`config.mk`:
```
export PLATFORM = sky130hd
export DESIGN_NAME = program_loader
export DESIGN_NICKNAME = d
export VERILOG_FILES = /design/src/rtl/program_loader.sv
export SDC_FILE = /design/constraint.sdc
export NUM_CORES = 1
export LEC_CHECK = 0
export CAP_MARGIN = 20
export CORE_MARGIN = 2
export CORE_UTILIZATION = 43
export CTS_CLUSTER_SIZE = 24
export DETAILED_ROUTE_END_ITERATION = 7
export PLACE_DENSITY_LB_ADDON = 0.2
export SLEW_MARGIN = 20
export SYNTH_ARGS = -nofsm -noshare
export SYNTH_HDL_FRONTEND = slang
export SYNTH_SLANG_ARGS = --single-unit
```
`constraint.sdc`:
```
create_clock -name clk -period 1.7 [get_ports clk]
set_clock_uncertainty 0.15 [all_clocks]
set_input_delay 0.34 -clock clk [delete_from_list [all_inputs] [get_ports clk]]
set_output_delay 0.34 -clock clk [all_outputs]
set_load 0.005 [all_outputs]
```
`src/rtl/program_loader.sv`:
```
// Program loader: accepts a byte stream from a host and writes it into the CPU RAM
// over the shared bus, holding the CPU while the load is in progress.
module program_loader #(
  parameter int WORDS  = 16,
  parameter int ADDR_W = 4
) (
  input  logic              clk,
  input  logic              clr,
  input  logic              start,
  input  logic              abort,
  input  logic              in_valid,
  input  logic [7:0]        in_data,
  output logic              in_ready,
  output logic [7:0]        bus_o,
  output logic              bus_oe,
  output logic              mi,
  output logic              ri,
  output logic              cpu_hold,
  output logic              busy,
  output logic              done,
  output logic [ADDR_W-1:0] addr
);

  localparam logic [ADDR_W-1:0] LAST_ADDR = ADDR_W'(WORDS - 1);

  typedef enum logic [2:0] {
    IDLE      = 3'd0,
    WAIT_BYTE = 3'd1,
    SET_ADDR  = 3'd2,
    WRITE     = 3'd3,
    DONE      = 3'd4
  } state_t;

  state_t            state_q, state_d;
  logic [ADDR_W-1:0] addr_q, addr_d;
  logic [7:0]        data_q, data_d;

  logic              in_ready_q;
  logic [7:0]        bus_o_q;
  logic              bus_oe_q;
  logic              mi_q;
  logic              ri_q;
  logic              cpu_hold_q;
  logic              busy_q;
  logic              done_q;

  // Abort wins over everything once a load is underway; IDLE ignores it entirely.
  always_comb begin
    state_d = state_q;
    addr_d  = addr_q;
    data_d  = data_q;
    if (abort && (state_q != IDLE)) begin
      state_d = IDLE;
    end else begin
      case (state_q)
        IDLE: begin
          if (start) begin
            addr_d  = '0;
            state_d = WAIT_BYTE;
          end
        end
        WAIT_BYTE: begin
          if (in_valid) begin
            data_d  = in_data;
            state_d = SET_ADDR;
          end
        end
        SET_ADDR: state_d = WRITE;
        WRITE: begin
          if (addr_q == LAST_ADDR) begin
            state_d = DONE;
          end else begin
            addr_d  = addr_q + 1'b1;
            state_d = WAIT_BYTE;
          end
        end
        DONE:    state_d = IDLE;
        default: state_d = IDLE;
      endcase
    end
  end

  // Outputs are decoded from the next state so they line up with the state register.
  always_ff @(posedge clk or negedge clr) begin
    if (!clr) begin
      state_q    <= IDLE;
      addr_q     <= '0;
      data_q     <= '0;
      in_ready_q <= 1'b0;
      bus_o_q    <= '0;
      bus_oe_q   <= 1'b0;
      mi_q       <= 1'b0;
      ri_q       <= 1'b0;
      cpu_hold_q <= 1'b0;
      busy_q     <= 1'b0;
      done_q     <= 1'b0;
    end else begin
      state_q    <= state_d;
      addr_q     <= addr_d;
      data_q     <= data_d;
      in_ready_q <= (state_d == WAIT_BYTE);
      bus_oe_q   <= (state_d == SET_ADDR) || (state_d == WRITE);
      mi_q       <= (state_d == SET_ADDR);
      ri_q       <= (state_d == WRITE);
      cpu_hold_q <= (state_d != IDLE);
      busy_q     <= (state_d != IDLE);
      done_q     <= (state_d == DONE);
      if (state_d == SET_ADDR) begin
        bus_o_q <= 8'(addr_d);
      end else if (state_d == WRITE) begin
        bus_o_q <= data_d;
      end else begin
        bus_o_q <= '0;
      end
    end
  end

  assign in_ready = in_ready_q;
  assign bus_o    = bus_o_q;
  assign bus_oe   = bus_oe_q;
  assign mi       = mi_q;
  assign ri       = ri_q;
  assign cpu_hold = cpu_hold_q;
  assign busy     = busy_q;
  assign done     = done_q;
  assign addr     = addr_q;

  // Bus strobes must never collide or fire without the bus being driven.
  a_strobe_excl: assert property (@(posedge clk) disable iff (!clr) !(mi_q && ri_q));
  a_strobe_oe:   assert property (@(posedge clk) disable iff (!clr) !((mi_q || ri_q) && !bus_oe_q));
  a_bus_quiet:   assert property (@(posedge clk) disable iff (!clr) bus_oe_q || (bus_o_q == 8'd0));

endmodule
```
# After elaboration in Yosys (flattened, before gate mapping)
# Index checks and enable logic that the tools add are counted.
# totals
ff_bits	29
output_inout_bits	19
elab_cells	38
inputBits	13
# classes
muxes	14
n_reduce_logical	5
add_sub_neg	1
n_eq_ne	8
# op_table
op	count
8-bit 2-to-1 mux	5
3-bit by 2-bit == test with 1-bit output, second input constant	4
3-bit 2-to-1 mux	4
4-bit 2-to-1 mux	3
3-bit one-hot mux with 4 select lines	1
4-bit one-hot mux with 2 select lines	1
3-bit by 1-bit == test with 1-bit output, second input constant	2
3-bit nonzero test	2
4-bit by 1-bit adder with 4-bit output, second input constant	1
4-bit == test, second input constant	1
3-bit == test, second input constant	1
3-bit logical NOT	1
1-bit logical AND	1
1-bit logical OR	1

# Longest topological paths before layout
# Gate-level depths: netlist of the first run.
# depth
depth_word	7
depth_mapped	6
ltp_nobuf	4

# Worst setup path before layout of the first run
# Ideal clock, no wire load.
# synth_path
path_type	register to register
from	register state_q[2]
to	register data_q[0]
t_required_ns	1.422
path_stages_with_launch	5
slack_ns	-0.007
setup_time_ns	0.128
arrival_ns	1.429
period_less_slack_ns	1.707
path_cell_list	dfrtp_1 or3b_1 buf_2 nor2_4 mux2_1
# synth_via
elab_chain_cells	3
elab_cells_between_ends	5
classes_between	1 x eq/ne; 2 x mux; 2 x reduce/logical
# synth_lines
item	line	source
from (decl)	34	state_t state_q, state_d;
from (signal assigned)	98	state_q <= state_d;
3-bit by 1-bit == test with 1-bit output or 3-bit nonzero test (tied branches)	55, 52	
8-bit 2-to-1 mux or 1-bit logical AND (tied branches)	55, 52	
8-bit 2-to-1 mux (*)	52	if (abort && (state_q != IDLE)) begin
named net data_d[0]	36	logic [7:0] data_q, data_d;
to (signal assigned)	100	data_q <= data_d;
to (decl)	36	
# Mark *: on every way through the listed nets, which the timed path passes. The rest lies on a longest branch.

# Worst setup path after layout of the first run
# layout_path
from	register addr_q[0], in the netlist addr[0]
to	register in_ready_q, in the netlist in_ready
# layout_via
elab_chain_cells	5
# layout_lines
item	line	source
from (decl)	35	logic [ADDR_W-1:0] addr_q, addr_d;
from (signal assigned)	99	addr_q <= addr_d;
4-bit == test	70	if (addr_q == LAST_ADDR) begin
3-bit 2-to-1 mux	70	
3-bit one-hot mux with 4 select lines	55	case (state_q)
3-bit 2-to-1 mux	52	
3-bit by 1-bit == test with 1-bit output	101	in_ready_q <= (state_d == WAIT_BYTE);
to (signal assigned)	101	
to (decl)	38	logic in_ready_q;
# No other way between the ends.

==> run metrics, run 1 <==
leakage=0.9182 nW; Worst Hold Class=input port to async pin; Layout fillers=236; area share of xor/xnor cells in the synthesized design=0%; Final period util=98.54%; Critical Path Fanout Max=4; async set-or-reset flop fraction in the synthesized netlist=100.0%; Vias=993; Setup-failing EPs final=0; Syn. warnings=0; Root Driver=clkbuf_4; Peak VDD IR=0.0008679 V; WL per Instance=14.87 microns; Max Cap Violations=0; Worst path max stage delay=400 ps; post-DR vias/cell=5.226; WP data required=1740 ps; worst slew pin tran=472.5 ps; count leader, synth=dfrtp_1; leading area contributor after synthesis=dfrtp_1; Worst path top cell family by delay=simple AND/OR/NAND/NOR gates; Syn Std Cell Area=1252 sq um; Synth Flop Type=dfrtp_1; Setup WS pre-CTS=-347.7 ps; vias in the first global route=1,037; Post-synth top cells=29 x dfrtp_1, 10 x nand2_1, 6 x nand3_1; Setup crit end kind=flop; Synth Net Count=119; simple-gate share of the synthesized area=19.18%; PnR Total Power=1.985 mW; drt first pass iters=4; Total GRT Usage=18.51%; Cell Chain, Critical Path=buf_4, ha_2, buf_4, nand3_1, nor4_1, a211oi_2; # diodes=0; FP Rows=19; buffer and inverter count on the worst path=2; Skew-Pair Late Insertion Delay=330 ps; Hold Fails Final Rpt=0; die height=57.97 microns; H-Tree Level Count=2; CTS Hold Bufs=0; pwr/cell area=1093 nW/um^2; clock buffer count from CTS=5; Core Area=2758 sq um; DP HPWL=1.958 mm; combinational family with the most area after synthesis=simple AND/OR/NAND/NOR gates; Max Freq=0.5970 GHz; CTS Sinks=29; final worst setup slack=24.83 ps; starting density of the core=45.42%; Final Max Tran Viols=0; critical path type=flop to flop; GP Congestion=0.8519; Die Wd=57.97 microns; syn_area_per_cell=11.93 sq um; largest net degree at the start of global routing=30; Yosys cell types=37; PortBufs=31; EDFF count, synth=0; first-pass GRT wire length=4.547 mm; Arrival @ worst endpoint=1720 ps; Post-Syn Instances=105; Post-Synth Adder-Cell Area=0.9990%; antenna viol nets, final=0; Layout Cells excl Fill=190; post-synthesis mux area share=5.195%; status=complete, no violations; clock period minus worst slack=1675 ps; Seq/Total Area, Yosys=57.94%; CTS tree=built; crit path max-delay cell type=nor4_1; Yosys reg bits=29; nets=172; slew margin rel.=68.21%; overflow left after global routing=0; leading cell types by total area after synthesis=dfrtp_1 58%, mux2_1 3.6%, nand2_1 3.0%, nand3_1 2.4%, a22o_1 2.1%; Yosys top cell area share=57.94%; CP most frequent cell=buf_4; Placed Cells incl. Taps=178; CP Launch Type=flop; 1st-iter DRT viols=40; Top Ports=32; full die area=3361 sq um; compound-gate portion of the synthesized area=11.79%; Area growth syn-to-layout=45.05%; Worst-path clk slew=90 ps; final wirelength=2.825 mm; drc violations=0; antenna violations before repair=0; share of layout cells above drive strength 1=27.67%; CTS Buffer Depth=2
[path summary, 6_finish.rpt]
path	from	endpoint	slack [ps]	cells past startpoint
max in group asynchronous	clr	state_q[2]	870	2
min in group clk	data_q[3]	bus_o[3]	350	2
worst max-delay path	addr[0]	in_ready	20	6
worst min register to register	data_q[3]	bus_o[3]	350	2
worst max register to register	addr[0]	in_ready	20	6
worst min-delay path	clr	ri	230	2
[sequential cells by signal, indices dropped and copies added, names as in the netlist]
| register | cells |
|---|---|
| in_ready | 1 |
| data_q | 8 |
| bus_o | 8 |
| busy | 1 |
| done | 1 |
| state_q | 3 |
| addr | 4 |
| mi | 1 |
| ri | 1 |
| bus_oe | 1 |
[area by class of cell]
class	instances	area (sq um)	share of cell area, %
clock buffer	7	65.06	3.581
clock inverter	1	5.005	0.2755
inverter	6	22.52	1.240
multi-input combinational	65	494.2	27.20
sequential	29	729.5	40.15
tap	31	38.79	2.135
timing repair buffer	51	461.7	25.41
[where the power goes]
group	total, mW	switching, mW	internal (mW)
sequential	0.927	0.0809	0.846
clock	0.474	0.235	0.239
combinational	0.584	0.248	0.336
[stage by stage]
| stage | util, % | cell area (sq um) | setup TNS, ps | hold slack, ps |
|---|---|---|---|---|
| floorplan | - | 1252 | 0 | -105.6 |
| global placement | 61.03 | 1683 | -6624 | 318.0 |
| detailed placement | 61.03 | 1683 | -7219 | 324.5 |
| CTS | 64.70 | 1784 | 0 | 230.0 |
| global route | 65.88 | 1817 | -9.606 | 266.6 |
| finish | 65.88 | 1817 | 0 | 229.7 |
[layer usage]
| metal | part of all wire (%) | GRT usage [%] | vias up | routed length [microns] |
|---|---|---|---|---|
| li1 | - | - | 479 | - |
| met1 | 42 | 21.35 | 487 | 1197 |
| met2 | 51 | 30.19 | 23 | 1433 |
| met3 | 5.5 | 5.134 | 4 | 154 |
| met4 | 1.4 | 11.96 | 0 | 40 |
| met5 | 0 | 0 | - | 0 |
[cells in the final DEF (no fill, tap or decap), types with 2 or more instances in the layout]
cell type	synthesis	final
mux2i_1	2	2
inv_1	5	5
or3b_4	0	2
buf_4	1	20
clkbuf_8	0	2
nand4b_1	2	2
clkbuf_4	0	5
mux2_1	4	3
dfrtp_1	29	26
or2_2	2	2
dlygate4sd2_1	0	5
dfrtp_2	0	3
nor2_1	3	3
dlymetal6s2s_1	0	3
o21ai_0	4	3
nand3_1	6	6
nor2b_1	2	2
clkdlybuf4s50_1	0	23
a21oi_1	4	4
a22o_1	3	3
a21o_1	2	2
nand2_1	10	10
nand2b_1	3	3
o21ai_1	1	2
[cells by family (layout without fill, tap and decap cells)]
family / count (synthesis) / in the layout
buffers and inverters: 11 / 65
and+or+nand+nor: 39 / 39
adders and majority gates: 1 / 1
DFF: 29 / 29
muxes: 6 / 6
AOI/OAI and AO/OA: 19 / 19
[what timing repair did]
item | CTS | global route
pin swaps | 0 | 4
buffers inserted | 4 | 0
resized for setup | 8 | 10
cloned | 0 | 0
hold endpoints to repair | 0 | 0
endpoints found under the setup margin | 6 | 14
No activity file was read; power rests on OpenSTA's default activity.
==> run 2, diff against run 1 <==
--- a/config.mk
+++ b/config.mk
@@ -6,8 +6,10 @@
 export NUM_CORES = 1
 export LEC_CHECK = 0
 export CAP_MARGIN = 20
+export CELL_PAD_IN_SITES_DETAIL_PLACEMENT = 1
+export CELL_PAD_IN_SITES_GLOBAL_PLACEMENT = 1
 export CORE_MARGIN = 2
-export CORE_UTILIZATION = 43
+export CORE_UTILIZATION = 33
 export CTS_CLUSTER_SIZE = 24
 export DETAILED_ROUTE_END_ITERATION = 7
 export PLACE_DENSITY_LB_ADDON = 0.2
==> run 2 against run 1 <==
Worst setup slack improved by 3.8 ps. Die area increased by 28%. Global-route usage decreased by 1.7 points. Sequential share of layout area decreased by 0.44 points. Clock power increased by 16%. Register-to-register slack about the same. Maximum frequency increased by 0.23%. Cell area increased by 1.1%. Via count decreased by 2.9%. Largest power group unchanged.
==> run metrics, run 2 (synthesized netlist as in run 1, its figures left out) <==
share of layout cells above drive strength 1=26.75% (-0.92 points); Peak VDD IR=0.0004590 V (-47%); commonest non-fill, non-tap cell in the layout=clkdlybuf4s50_1; slew margin rel.=75.08% (+6.9 points); Top Ports=32 (unchanged); Total GRT Usage=16.80% (-1.7 points); Setup TNS=0 ps (unchanged); CTS Buffer Depth=2 (unchanged); CTS Hold Bufs=0 (unchanged); clock period minus worst slack=1671 ps (-3.833 ps); Worst Hold Class=input port to async pin; dpl cell area=1704 sq um (+1.3%); # diodes=0 (unchanged); DP HPWL=2.138 mm (+9.2%); Worst path max stage delay=440 ps (+40 ps); Worst R2R Setup Slack=30 ps (about the same); FF-to-FF Start=state_q[2]; Layout fillers=394 (+67%); Area growth syn-to-layout=46.65%; antenna violations before repair=0 (unchanged); drc violations=0 (unchanged); Core Area=3661 sq um (+33%); worst slew pin tran=373.8 ps (-98.69 ps); cell area after layout=1837 sq um (+1.1%); Final period util=98.31% (-0.23 points); antenna viol nets, final=0 (unchanged); Skew-Pair Late Insertion Delay=280 ps (-50 ps); PortBufs=31 (unchanged); Final Max Tran Viols=0 (unchanged); WL per Instance=14.53 microns (-2.3%); WP data required=1710 ps (-30 ps); full die area=4304 sq um (+28%); Max Freq=0.5983 GHz (+0.23%); CTS Sinks=29 (unchanged); CP Launch Point=state_q[2]; H-Tree Level Count=2 (unchanged); overflow left after global routing=0 (unchanged); die height=65.61 microns (+13%); RSZ-0062 raised after global routing=yes; Die Wd=65.61 microns (+13%); clock buffer count from CTS=5 (unchanged); final wirelength=2.979 mm (+5.5%); 1st-iter DRT viols=12 (-70%); Worst-path clk slew=70 ps (-20 ps); starting density of the core=34.21% (-11 points); FP Rows=22 (+3); CP Launch Type=flop; post-DR vias/cell=4.702 (-10%); pwr/cell area=1128 nW/um^2 (+3.2%); Root Driver=clkbuf_8; Cell Chain, Critical Path=or3b_4, nor2_4, mux2_1; nets=170 (-1.2%); leakage=0.8583 nW (-6.5%); Setup crit end kind=flop; largest net degree at the start of global routing=30 (unchanged); Arrival @ worst endpoint=1680 ps (-40 ps); first-pass GRT wire length=5.264 mm (+16%); Vias=964 (-2.9%); drt first pass iters=2 (-2); Hold Fails Final Rpt=0 (unchanged); reg2reg path depth=3 (-3); Setup-failing EPs final=0 (unchanged); CTS tree=built; worst r2r dst=data_q[0]; critical path type=flop to flop; PnR Total Power=2.072 mW (+4.4%); crit path max-delay cell type=dfrtp_2; Setup crit end=data_q[0]; Max Cap Violations=0 (unchanged); commonest cells after routing, fill and taps aside=28 x clkdlybuf4s50_1, 26 x dfrtp_1, 17 x buf_4; status=complete, no violations; Critical Path Fanout Max=6 (+2); GP Congestion=0.8359 (-1.9%); vias in the first global route=1,070 (+3.2%)
==> run 2: cell type report <==
class / instances / area, sq um / area share (%)
flip-flops and latches: 29 / 729.5 / 39.71
inverters: 6 / 22.52 / 1.226
multi-input cells: 65 / 493.0 / 26.84
well taps: 48 / 60.06 / 3.270
clock buffers: 5 / 68.82 / 3.747
clock inverters: 3 / 17.52 / 0.9537
repair buffers: 49 / 445.4 / 24.25
==> run 2: repair_timing <==
action	in CTS	in global routing
setup endpoints to repair	17	15
setup buffers	2	0
gates resized for setup	6	9
pin swaps	0	2
==> run 2: worst min path at each step <==
stage               startpoint         to  slack (ps)  cells after the start
global route               clr   bus_o[7]         310                      2
floorplan                  clr    addr[0]        -110                      0
CTS                        clr         ri         300                      2
finish                     clr  data_q[1]         300                      2
detailed placement   data_q[3]  data_q[3]         330                      1
global placement     data_q[1]  data_q[1]         320                      1
==> run 2: power breakdown <==
group          switching (mW)  internal, mW
Combinational           0.243         0.343
Sequential             0.0880         0.849
Clock                   0.266         0.282
==> run 2: critical path, delay by kind of cell, from the launching register on <==
family	cells	cell delay (ps)
flip-flops	1	440
multiplexers	1	340
AND/OR/NAND/NOR	2	620
==> run 2: stage by stage <==
step	setup slack (ps)	hold WS (ps)	std cells	util [%]
floorplan	17.09	-105.6	105	-
global placement	-365.6	322.9	195	46.55
detailed placement	-429.1	329.2	195	46.55
CTS	14.84	302.3	205	49.56
global route	-20.91	308.8	205	50.17
finish	28.67	295.6	205	50.17
==> run 2: metal layers <==
metal / track usage, % / vias to the layer above / share of wire, %
li1: - / 471 / -
met3: 5.308 / 5 / 4.2
met2: 27.93 / 23 / 51
met1: 19.71 / 465 / 43
met4: 7.813 / 0 / 1.7
met5: 0 / - / 0
==> run 3, diff against run 2 <==
--- a/config.mk
+++ b/config.mk
@@ -13,7 +13,7 @@
 export CTS_CLUSTER_SIZE = 24
 export DETAILED_ROUTE_END_ITERATION = 7
 export PLACE_DENSITY_LB_ADDON = 0.2
-export SLEW_MARGIN = 20
+export REMOVE_ABC_BUFFERS = 1
 export SYNTH_ARGS = -nofsm -noshare
 export SYNTH_HDL_FRONTEND = slang
 export SYNTH_SLANG_ARGS = --single-unit
==> run 3 against run 2 <==
Critical path depth grew 1. Worst hold slack improved by 6.3 ps. First-iteration DRC count is 130% higher. Critical endpoint is now in_ready.
==> run metrics, run 3 (synthesized netlist as in run 1, its figures left out) <==
status=complete, no violations; Arrival @ worst endpoint=1690 ps (about the same); vias in the first global route=1,089 (+1.8%); pwr/cell area=1171 nW/um^2 (+3.8%); H-Tree Level Count=2 (unchanged); commonest cells after routing, fill and taps aside=27 x dfrtp_1, 27 x clkdlybuf4s50_1, 21 x buf_4; Max Cap Violations=0 (unchanged); Layout Cells excl Fill=209 (+2.0%); Worst Hold Class=input port to async pin; Top Ports=32 (unchanged); clock period minus worst slack=1647 ps (-24.59 ps); share of layout cells above drive strength 1=26.71% (-0.044 points); CTS tree=built; nets=175 (+2.9%); CTS Buffer Depth=2 (unchanged); starting density of the core=34.21% (unchanged); Peak VDD IR=0.0005231 V (+14%); final wirelength=3.051 mm (+2.4%); # diodes=0 (unchanged); Hold Fails Final Rpt=0 (unchanged); PortBufs=31 (unchanged); first-pass GRT wire length=5.223 mm (-0.78%); Skew-Pair Late Insertion Delay=280 ps (about the same); worst slew pin tran=381.6 ps (+7.772 ps); CTS Sinks=29 (unchanged); Core Area=3661 sq um (unchanged); Critical Path Fanout Max=5 (-1); largest net degree at the start of global routing=30 (unchanged); Placed Cells incl. Taps=198 (+1.5%); FP Rows=22 (unchanged); Final Max Tran Viols=0 (unchanged); overflow left after global routing=0 (unchanged); drc violations=0 (unchanged); leakage=0.9018 nW (+5.1%); RSZ-0062 raised after global routing=yes; Root Driver=clkbuf_8; GP Congestion=0.8303 (-0.67%); antenna viol nets, final=0 (unchanged); DP HPWL=2.250 mm (+5.2%); WL per Instance=14.60 microns (+0.46%); clock buffer count from CTS=5 (unchanged); Area growth syn-to-layout=49.95%; full die area=4304 sq um (unchanged); antenna violations before repair=0 (unchanged); Vias=1,000 (+3.7%); Die Wd=65.61 microns (unchanged); Worst-path clk slew=60 ps (about the same); Setup-failing EPs final=0 (unchanged); die height=65.61 microns (unchanged); WP data required=1740 ps (+30 ps); CP Launch Type=flop; Max Freq=0.6073 GHz (+1.5%); Setup crit end kind=flop; Hold Slack=301.9 ps (+6.259 ps); Final period util=96.87% (-1.4 points); slew margin rel.=74.56% (-0.52 points); drt first pass iters=3 (+1); critical path type=flop to flop; Total GRT Usage=16.67% (-0.13 points); post-DR vias/cell=4.785 (+1.7%); 1st-iter DRT viols=27 (+15)
## run 3: path summary, 6_finish.rpt
check,start,end,slack [ps],depth (start not counted)
min reg2reg,data_q[3],bus_o[3],320,2
min,clr,ri,300,2
min in group clk,data_q[3],bus_o[3],320,2
max in group asynchronous,clr,state_q[0],790,2
max reg2reg,state_q[2],in_ready,50,4
max,state_q[2],in_ready,50,4
## run 3: area by class of cell
| type | count | area, sq um |
|---|---|---|
| timing repair buffer | 54 | 485.5 |
| fill | 393 | 1783 |
| sequential | 29 | 728.2 |
| clock buffer | 5 | 68.82 |
| inverter | 6 | 22.52 |
| multi-input combinational | 65 | 478.0 |
| tap | 48 | 60.06 |
| clock inverter | 2 | 35.03 |
## run 3: power breakdown
group          switching (mW)  internal [mW]  leakage, nW
clock                   0.252          0.425       0.0540
combinational           0.248          0.343        0.467
sequential             0.0817          0.848        0.381
## run 3: routing by layer
metal  wire length, microns  part of all wire [%]  vias up  track usage (%)
met5                      0                     0        -                0
met4                     46                   1.5        0            7.813
met3                    120                   3.9        5            4.623
met2                   1548                    51       21            27.55
met1                   1336                    44      494            20.07
li1                       -                     -      480                -
## run 3: repair_timing
item / 4_1_cts / 5_1_grt
resized for setup: 9 / 4
hold buffers: 0 / 0
buffers inserted: 3 / 1
endpoints found under the setup margin: 12 / 6
pin swaps: 2 / 0
## run 3: through the flow
step	util (%)	area (sq um)	setup slack, ps	setup TNS (ps)	power, mW
global placement	47.16	1727	-309.8	-6010	1.483
detailed placement	47.16	1727	-378.8	-6863	1.519
floorplan	-	1214	8.540	0	1.186
global route	51.30	1878	-6.094	-8.255	2.346
CTS	50.82	1861	35.90	0	2.220
finish	51.30	1878	53.25	0	2.198
## run 3: worst max-delay path: stages (launching register included)
cell      delay, ps
dfrtp_1         430
buf_6           140
or2_2           300
o311a_4         380
a211oi_2        170
